**src/rtl/conv_layer_sequencer.sv**
```systemverilog
// conv_layer_sequencer: address/control sequencer for one convolution layer (CLEAR, D-tap MAC, WRITE per row, per kernel).
// Optional busy-cycle counter port cycleCount when SEQ_PERF_COUNTER_EN is defined.
module conv_layer_sequencer #(
    parameter int depth   = 3,
    parameter int ABuffer = 11
) (
    input  logic                 CLK,
    input  logic                 RST_N,
    input  logic                 start,
    input  logic [ABuffer-1:0]   cfgRows,
    input  logic [depth:0]       cfgKernels,
    input  logic                 cfgPool,
    output logic                 busy,
    output logic                 done,
    output logic [ABuffer-1:0]   nReadAddress,
    output logic [ABuffer-1:0]   nWriteAddress,
    output logic [ABuffer-1:0]   kBuffAddress,
    output logic [2*depth-1:0]   kernelDistControl,
    output logic [1:0]           convUnitControl,
    output logic [1:0]           poolUnitControl,
    output logic                 bufSel
`ifdef SEQ_PERF_COUNTER_EN
    ,
    output logic [31:0]          cycleCount
`endif
);
    localparam int D = 1 << depth;

    typedef enum logic [2:0] {IDLE, CLEAR, MAC, WRITE, SWAP, DONE} stateT;

    stateT              state, nextState;
    logic [ABuffer-1:0] rows, rCnt, wrBase;
    logic [depth:0]     kernels, kCnt;
    logic [depth-1:0]   tCnt;
    logic               pool, lastRow, lastKernel, lastTap;

    assign lastRow    = rCnt == rows - 1'b1;
    assign lastKernel = kCnt == kernels - 1'b1;
    assign lastTap    = tCnt == depth'(D - 1);

    always_comb begin
        nextState = state;
        case (state)
            IDLE:    if (start) nextState = (cfgRows == '0 || cfgKernels == '0) ? DONE : CLEAR;
            CLEAR:   nextState = MAC;
            MAC:     nextState = lastTap ? WRITE : MAC;
            WRITE:   nextState = !lastRow ? MAC : (!lastKernel ? CLEAR : SWAP);
            SWAP:    nextState = DONE;
            DONE:    nextState = IDLE;
            default: nextState = IDLE;
        endcase
    end

    always_ff @(posedge CLK or negedge RST_N) begin
        if (!RST_N) begin
            state   <= IDLE;
            rows    <= '0;
            kernels <= '0;
            pool    <= 1'b0;
            kCnt    <= '0;
            rCnt    <= '0;
            tCnt    <= '0;
            bufSel  <= 1'b0;
        end else begin
            state <= nextState;
            case (state)
                IDLE: if (start) begin
                    rows    <= cfgRows;
                    kernels <= cfgKernels;
                    pool    <= cfgPool;
                    kCnt    <= '0;
                    rCnt    <= '0;
                    tCnt    <= '0;
                end
                MAC:  tCnt <= tCnt + 1'b1;
                WRITE: if (!lastRow) rCnt <= rCnt + 1'b1;
                    else if (!lastKernel) begin
                        kCnt <= kCnt + 1'b1;
                        rCnt <= '0;
                    end
                SWAP: bufSel <= ~bufSel;
                default: ;
            endcase
        end
    end

`ifdef SEQ_PERF_COUNTER_EN
    always_ff @(posedge CLK or negedge RST_N) begin
        if (!RST_N) cycleCount <= '0;
        else cycleCount <= (state == IDLE && start) ? '0 : (busy ? cycleCount + 1'b1 : cycleCount);
    end
`endif

    // Pooled layers write two rows into one output slot.
    assign wrBase            = ABuffer'(kCnt) * rows + rCnt;
    assign busy              = state != IDLE;
    assign done              = state == DONE;
    assign convUnitControl   = state == CLEAR ? 2'b01 : state == MAC ? 2'b10 : state == WRITE ? 2'b11 : 2'b00;
    assign poolUnitControl   = (state == WRITE && pool) ? ((rCnt[0] || lastRow) ? 2'b10 : 2'b01) : 2'b00;
    assign nReadAddress      = state == MAC ? rCnt : '0;
    assign nWriteAddress     = state == WRITE ? (pool ? wrBase >> 1 : wrBase) : '0;
    assign kBuffAddress      = state == MAC ? ABuffer'(kCnt) * ABuffer'(D) + ABuffer'(tCnt) : '0;
    assign kernelDistControl = state == MAC ? {tCnt, kCnt[depth-1:0]} : '0;
endmodule

```
**config.mk**
```make
export PLATFORM = sky130hd
export DESIGN_NAME = conv_layer_sequencer
export DESIGN_NICKNAME = d
export VERILOG_FILES = /design/src/rtl/conv_layer_sequencer.sv
export SDC_FILE = /design/constraint.sdc
export NUM_CORES = 1
export LEC_CHECK = 0
export ABC_AREA = 0
export CORE_MARGIN = 5
export CORE_UTILIZATION = 49
export DETAILED_ROUTE_END_ITERATION = 10
export DONT_BUFFER_PORTS = 1
export GPL_ROUTABILITY_DRIVEN = 0
export MAX_ROUTING_LAYER = met4
export PLACE_DENSITY = 0.75
export SLEW_MARGIN = 25
export SYNTH_ARGS = -nofsm -noshare
export SYNTH_HDL_FRONTEND = slang
export SYNTH_SLANG_ARGS = --single-unit
```
**constraint.sdc**
```tcl
create_clock -name CLK -period 5.55 [get_ports CLK]
set_input_delay 1.3875 -clock CLK [delete_from_list [all_inputs] [get_ports CLK]]
set_output_delay 1.3875 -clock CLK [all_outputs]
set_load 0.005 [all_outputs]
```
Word-level counts from Yosys, hierarchy flattened
Index checks and enable logic that the tools add are counted.
- register bits after elaboration: 38
- logic and storage cells: 68
- add/subtract/negate cells: 7
- multipliers: 1
- equal/unequal tests: 12
- muxes and demuxes: 26
- bitwise logic cells: 1
- reductions and logical operators: 13
- operators with widths (cell ; number):
    2-to-1 mux 11 bit ; 6
    one-hot mux 11 bit (2 select lines) ; 1
    2-to-1 mux 3 bit ; 5
    one-hot mux 3 bit (5 select lines) ; 1
    2-to-1 mux 4 bit ; 3
    adder 11 x 1 -> 11 bit, second input constant ; 1
    adder 11 bit ; 1
    == test 11 bit ; 1
    logical NOT 11 bit ; 1
    multiplier 4 x 11 -> 11 bit ; 1
    subtractor 11 x 1 -> 11 bit, second input constant ; 1
    2-to-1 mux 2 bit ; 5
    == test 3 bit, second input constant ; 3
    adder 7 x 3 -> 8 bit ; 1
    2-to-1 mux 8 bit ; 1
    one-hot mux 4 bit (2 select lines) ; 1
    == test 3 x 2 -> 1 bit, second input constant ; 2
    2-to-1 mux 6 bit ; 1
    != test 2 bit, second input constant ; 3
    one-hot mux 3 bit (2 select lines) ; 1
    adder 4 x 1 -> 4 bit, second input constant ; 1
    == test 4 bit ; 1
    logical NOT 4 bit ; 1
    AND reduction 2 bit ; 2
    other kinds (13) ; 15

Logic depth before layout (Yosys ltp)
Gate-level depths: netlist (run 1).
- depth after elaboration: 5
- depth in mapped cells: 15

Worst setup path before layout (run 1)
Ideal clock, no wire load.
- kind: register to output
- from: reg kCnt[1]
- to: out nWriteAddress[10]
- data arrival time: 3.723 ns
- required time: 4.163 ns
- setup slack: 0.439 ns
- stages on the path, launching flop included: 16
- buffers on the path: 1
- cells stage by stage: dfrtp_1 -> clkbuf_1 -> and2_1 -> fa_1 -> fa_1 -> inv_1 -> fa_1 -> inv_1 -> ha_1 -> or2_2 -> a21o_1 -> o21ai_0 -> a21oi_1 -> a21oi_1 -> xor2_1 -> nor3_1
- word-level cells in the longest chain between the ends: 4
- ends and longest elaborated chain (element ; RTL line ; RTL):
    start, declared ; 33 ; logic [depth:0] kernels, kCnt;
    start signal, assigned ; 78 ; kCnt <= kCnt + 1'b1;
    multiplier 4 x 11 -> 11 bit ; 95 ; assign wrBase = ABuffer'(kCnt) * rows + rCnt;
    adder 11 bit ; 95 ;
    2-to-1 mux 11 bit (2 in a row) ; 101 ; assign nWriteAddress = state == WRITE ? (pool ? wrBase >> 1 : wrBase) : '0;
    end, declared ; 16 ; output logic [ABuffer-1:0] nWriteAddress,
Every way passes these cells.

Worst setup path after layout (run 1)
Same ends and word-level chain as after synthesis.

==> qor.txt, run 1 <==
Die height -> 102 µm
Maxcap violations -> 0
Core area -> 0.00822 mm²
Reg2Reg Setup Slack -> 2.37 ns
H-tree levels -> 2
Tmin final -> 5.42 ns
Dpl hpwl -> 7600 µm
Fin. Hold Viols -> 0
Die width -> 102 µm
Net count, final -> 565
DR pass1 iterations -> 6
Reg-to-Reg Start -> rows[1]
Clock root buffer -> clkbuf_8
Slew @ Worst Pin -> 0.740 ns
Cell Chain, Critical Path -> buf_4, and2_1, fa_1, fa_1, inv_1, fa_1, inv_1, ha_1, or3_4, nor3_2, a21oi_1, a21oi_1, xor2_1, nor3_2
Hold EP -> bufSel
Ys async rst share -> 1.00
WP buf/inv -> 3
ANT nets after route -> 0
Post-synth EDFFs -> 0
WP data arrival -> 4.03 ns
# DRC -> 0
Clock latency on the worst-skew pair -> 0.30 ns
Design Power -> 0.00211 W
Pin count of the biggest net entering global routing -> 39
Synthesized area per cell -> 8.05 µm²
Initial Utilization -> 0.501
Ratio of cells with drive above 1 in the final layout -> 0.123
Outcome -> complete, no violations
Post-synth top cells -> nand2_1, inv_1, and2_1, dfrtp_1, xnor2_1
Worst r2r path cells -> 9
First-pass GRT wire length -> 16600 µm
Warnings from Yosys -> 0
CP most frequent cell -> fa_1
Area share of the largest cell type after synthesis -> 0.231
DP Worst Slack -> 0.273 ns
Worst Setup SP -> kCnt[1]
Setup WS post-layout -> 0.132 ns
Initial antenna violation count -> 0
Die footprint -> 0.0103 mm²
Clock tree buffer depth -> 2
Hold-fix buffers, CTS -> 0
RSZ-0062 raised after global routing -> true
Worst setup path category -> reg2out
GRT Util Overall -> 0.205
Maximum VDD drop -> 320 µV
Area growth, synth to finish -> 6.47%
Clock skew -> 0.0131 ns
Port bufs -> 0
Final period util -> 0.976
Setup violators final -> 0
Hold slack -> 0.505 ns
Min-Delay Path Class -> reg2reg
Crit path max-delay family -> adder cells
Worst path required time -> 4.16 ns
Io pins -> 65
Maximum clock frequency -> 185 MHz
Global route overflow -> 0
Number of global-route vias before repair -> 3459
Seq/Total Area, Yosys -> 0.231
Reg-to-Reg End -> kCnt[2]
Yosys top cell by area -> dfrtp_1
CP Max Fanout -> 9
DR iter-0 viols -> 269
DRT Wirelength -> 10300 µm
Vias post-DR -> 3512
Main synth FF type -> dfrtp_1
Crit. End Element -> output port
Critical Path Source Type -> flop
Synth top area cells -> dfrtp_1, fa_1, and2_1, xnor2_1, nand2_1
Ant. Diodes -> 0
Post-Syn Area -> 0.00412 mm²
Cell row count -> 33
Synth Instances -> 512
Routed wire length per instance -> 16.9 µm
Unique cell type count in the Yosys netlist -> 55
WP depth -> 14
Yosys reg bits -> 38
CTS tree -> done
P_leak -> 1.94 nW
Slowest-stage cell, CP -> fa_1
Hold_sp -> bufSel
Fin. max-slew vios -> 0
Clock slew at reported path FFs -> 0.09 ns
Worst slew margin -> 0.502
Vias per cell -> 5.77
Max stage delay on crit path -> 0.56 ns
PwrDens -> 482 mW/mm²
Count leader, synth -> nand2_1
CTS Buf Count -> 5
Clock sinks -> 38
Cell count of the worst hold path -> 1
[sequential cells by signal, indices dropped and copies added (netlist names)]
register	cells
rCnt	11
tCnt	3
kCnt	4
state	3
rows	11
kernels	4
pool	1
bufSel	1
[timing repair]
item,in CTS,in global routing
buffers inserted,0,17
resized for setup,6,16
pin swaps,0,1
endpoints found under the setup margin,4,5
[cell type report]
| cell class | instances | area [µm²] |
|---|---|---|
| clock buffers | 6 | 82.6 |
| clock inverters | 2 | 12.5 |
| fillers | 775 | 3830 |
| inverters | 51 | 191 |
| multi-input cells | 385 | 2850 |
| flip-flops and latches | 38 | 961 |
| well taps | 105 | 131 |
| repair buffers | 22 | 160 |
[placed cells by master, fill, tap and decap left out, types with 5 or more instances in the layout]
cell      netlist  final
a21oi_1        18     14
a32oi_1         6      6
and2_1         48     47
and3_1          5      5
buf_4          11     20
clkbuf_8        0      6
dfrtp_1        38     30
dfrtp_2         0      8
fa_1           23     23
ha_1           20     19
inv_1          49     49
nand2_1        67     67
nand3_1        17     17
nor2_1         26     25
nor2b_1         6      5
nor3_1         12     10
nor4_1          6      6
o21ai_0        24     21
o31ai_1         8      8
xnor2_1        32     32
xor2_1          8      8
[worst register-to-register path: cells and delay by family, from the launching register on]
kind | cells | cell delay (ns)
AOI/OAI and AO/OA | 2 | 0.59
DFF | 1 | 0.42
and+or+nand+nor | 4 | 1.40
buffers and inverters | 2 | 0.28
adders and majority gates | 1 | 0.42
[routing by layer]
metal  share of wire  up-vias  global-route usage  routed length (µm)
li1                -     1671                   -                   -
met1            0.43     1705               0.262                4410
met2            0.49      119               0.339                5060
met3           0.064       17              0.0358                 662
met4           0.017        0              0.0481                 174
met5               0        -                   -                   0
[through the flow]
step           instance area, µm²   util  TNS, ns  cells
6_report                     4390  0.534        0    609
5_1_grt                      4390  0.534   -0.109    609
4_1_cts                      4200  0.512        0    592
3_5_place_dp                 4100  0.499        0    584
3_3_place_gp                 4100  0.499        0    584
2_1_floorplan                4130      -        0    515
[how the worst max path moves through the flow]
stage / slack (ns) / to
after floorplan: 0.44 / nWriteAddress[10]
after global placement: 0.36 / nWriteAddress[10]
after detailed placement: 0.27 / nWriteAddress[10]
after CTS: 0.004 / nWriteAddress[10]
after global routing: -0.07 / nWriteAddress[10]
final: 0.13 / nWriteAddress[10]
[report_power, final]
| group | switching [W] | internal, W | total, W |
|---|---|---|---|
| Clock | 0.000111 | 0.000100 | 0.000211 |
| Combinational | 0.000762 | 0.000579 | 0.00134 |
| Sequential | 0.000178 | 0.000383 | 0.000560 |
[kinds of logic after synthesis]
| family | after synthesis | synth area share |
|---|---|---|
| adders and majority gates | 43 | 0.172 |
| and+or+nand+nor | 210 | 0.264 |
| DFF | 38 | 0.231 |
| other | 1 | 0.000910 |
| muxes | 3 | 0.00759 |
| xor gates and xnor gates | 41 | 0.0905 |
| buffers and inverters | 92 | 0.0951 |
| AOI/OAI and AO/OA | 84 | 0.139 |
Note: power is estimated with default switching activity, not from simulation.
==> inputs of run 2 (changes only) <==
--- a/config.mk
+++ b/config.mk
@@ -5,7 +5,7 @@
 export SDC_FILE = /design/constraint.sdc
 export NUM_CORES = 1
 export LEC_CHECK = 0
-export ABC_AREA = 0
+export ABC_AREA = 1
 export CORE_MARGIN = 5
 export CORE_UTILIZATION = 49
 export DETAILED_ROUTE_END_ITERATION = 10
==> qor.txt, run 2 <==
Worst setup path category -> reg2out
Main synth FF type -> dfrtp_1
Worst slew margin -> 0.565
Fin cells -> 703
Yosys top cell by area -> dfrtp_1
Vias per cell -> 5.09
Commonest non-fill, non-tap cell in the layout -> nand2_1
# DRC -> 0
P_leak -> 2.25 nW
Fillers -> 795
Ant. Diodes -> 0
Dpl hpwl -> 7950 µm
Most frequent cells in the layout -> nand2_1, inv_1, nor2_1
Maximum clock frequency -> 185 MHz
WP buf/inv -> 2
GRT Util Overall -> 0.210
Maximum VDD drop -> 336 µV
CTS tree -> done
Cell count of the worst hold path -> 1
Tmin final -> 5.40 ns
H-tree levels -> 2
Slew @ Worst Pin -> 0.651 ns
Biggest regs -> rCnt: 11 flops, rows: 11 flops
Maxcap violations -> 0
Min-Delay Path Class -> reg2reg
Initial antenna violation count -> 0
Area growth, synth to finish -> 4.32%
DRT Wirelength -> 10100 µm
Ys async rst share -> 1.00
Yosys reg bits -> 38
Post-route setup TNS -> 0 ns
Clock slew at reported path FFs -> 0.08 ns
Fin. Hold Viols -> 0
Fin. max-slew vios -> 0
Setup violators final -> 0
Global route overflow -> 0
Final Util -> 0.521
Worst r2r path cells -> 16
Die footprint -> 0.0103 mm²
First-pass GRT wire length -> 16900 µm
Warnings from Yosys -> 0
Seq/Total Area, Yosys -> 0.233
Reg2Reg Setup Slack -> 2.91 ns
Count leader, synth -> nand2_1
Unique cell type count in the Yosys netlist -> 38
Synthesized area per cell -> 6.77 µm²
Critical Path Source Type -> flop
Ratio of cells with drive above 1 in the final layout -> 0.0803
CP Max Fanout -> 6
Post-Syn Area -> 0.00409 mm²
Reg-to-Reg Start -> rows[0]
Clock skew -> 0.00589 ns
Synth top area cells -> dfrtp_1, nand2_1, fa_1, inv_1, ha_1
Outcome -> complete, no violations
Clock latency on the worst-skew pair -> 0.30 ns
Number of global-route vias before repair -> 3687
ANT nets after route -> 0
CTS Buf Count -> 5
Cell row count -> 33
Final period util -> 0.972
Hold_sp -> bufSel
WP data arrival -> 4.01 ns
Net count, final -> 659
Routed wire length per instance -> 14.4 µm
Slowest-stage cell, CP -> fa_1
Hold EP -> bufSel
Core area -> 0.00818 mm²
Clock sinks -> 38
Clock tree buffer depth -> 2
Dpl cells -> 683
PwrDens -> 371 mW/mm²
Cell Chain, Critical Path -> clkbuf_2, nand2_1, fa_1, fa_1, fa_1, inv_1, ha_1, a21oi_1, o21ai_1, a21o_1, nand2_1, nand2_1, o21ai_0, or2_2, nand3_1, nand2_1
Die width -> 101 µm
DR pass1 iterations -> 4
Io pins -> 65
DR iter-0 viols -> 204
Pin count of the biggest net entering global routing -> 39
Reg-to-Reg End -> rCnt[4]
Die height -> 101 µm
Area share of the largest cell type after synthesis -> 0.233
Post-synth EDFFs -> 0
Vias post-DR -> 3576
Synth Instances -> 604
Crit path max-delay family -> adder cells
Clock root buffer -> clkbuf_8
Port bufs -> 0
Initial Utilization -> 0.500
Crit. End Element -> output port
Post-synth top cells -> nand2_1, inv_1, nor2_1, dfrtp_1, nand3_1
Worst path required time -> 4.16 ns
CP most frequent cell -> nand2_1
Max stage delay on crit path -> 0.52 ns
[run 2: final cells by class]
| cell class | instances | area (µm²) | area share |
|---|---|---|---|
| clock inverters | 1 | 5.00 | 0.00117 |
| multi-input cells | 427 | 2560 | 0.601 |
| flip-flops and latches | 38 | 961 | 0.225 |
| inverters | 111 | 417 | 0.0977 |
| well taps | 105 | 131 | 0.0308 |
| repair buffers | 14 | 103 | 0.0241 |
| clock buffers | 7 | 86.3 | 0.0203 |
[run 2: per-layer routing]
| layer | global-route usage | share of wire |
|---|---|---|
| met1 | 0.249 | 0.41 |
| met2 | 0.362 | 0.51 |
| met3 | 0.0262 | 0.052 |
| met4 | 0.0818 | 0.025 |
| met5 | - | 0 |
[run 2: cell families after synthesis]
logic type | count (synthesis) | share of synthesized area
AND/OR/NAND/NOR | 299 | 0.313
buffers and inverters | 142 | 0.147
AO/OA/AOI/OAI | 51 | 0.0680
adder cells (fa/ha/maj) | 43 | 0.174
flip-flops | 38 | 0.233
XOR/XNOR | 30 | 0.0643
other | 1 | 0.000918
[run 2: how the worst max path moves through the flow]
stage	start	to	slack, ns	cells past startpoint
after floorplan	kCnt[1]	nWriteAddress[7]	0.44	17
after global placement	kCnt[2]	nWriteAddress[7]	0.43	16
after detailed placement	kCnt[2]	nWriteAddress[7]	0.25	16
after CTS	kCnt[3]	nWriteAddress[7]	0.04	16
after global routing	kCnt[3]	nWriteAddress[7]	-0.04	15
final	kCnt[3]	nWriteAddress[7]	0.15	16
[run 2: power breakdown]
| part | leakage, nW | total (W) | internal, W | switching, W |
|---|---|---|---|---|
| combinational | 1.72 | 0.000857 | 0.000295 | 0.000563 |
| clock | 0.0482 | 0.000201 | 0.000100 | 0.000101 |
| sequential | 0.483 | 0.000521 | 0.000368 | 0.000153 |
[run 2: timing repair]
action | CTS | global route
endpoints found under the hold margin | 0 | 0
endpoints found under the setup margin | 1 | 5
hold buffers | 0 | 0
setup buffers | 0 | 12
resized for setup | 2 | 11
pin swaps | 0 | 1
[run 2: through the flow]
step | instance area [µm²] | setup WS (ns) | hold slack [ns] | total power (W)
6_report | 4260 | 0.154 | 0.510 | 0.00158
5_1_grt | 4260 | -0.0407 | 0.534 | 0.00174
4_1_cts | 4150 | 0.0444 | 0.507 | 0.00157
3_5_place_dp | 4060 | 0.247 | 0.490 | 0.00136
3_3_place_gp | 4060 | 0.426 | 0.481 | 0.00133
2_1_floorplan | 4100 | 0.439 | 0.461 | 0.00120
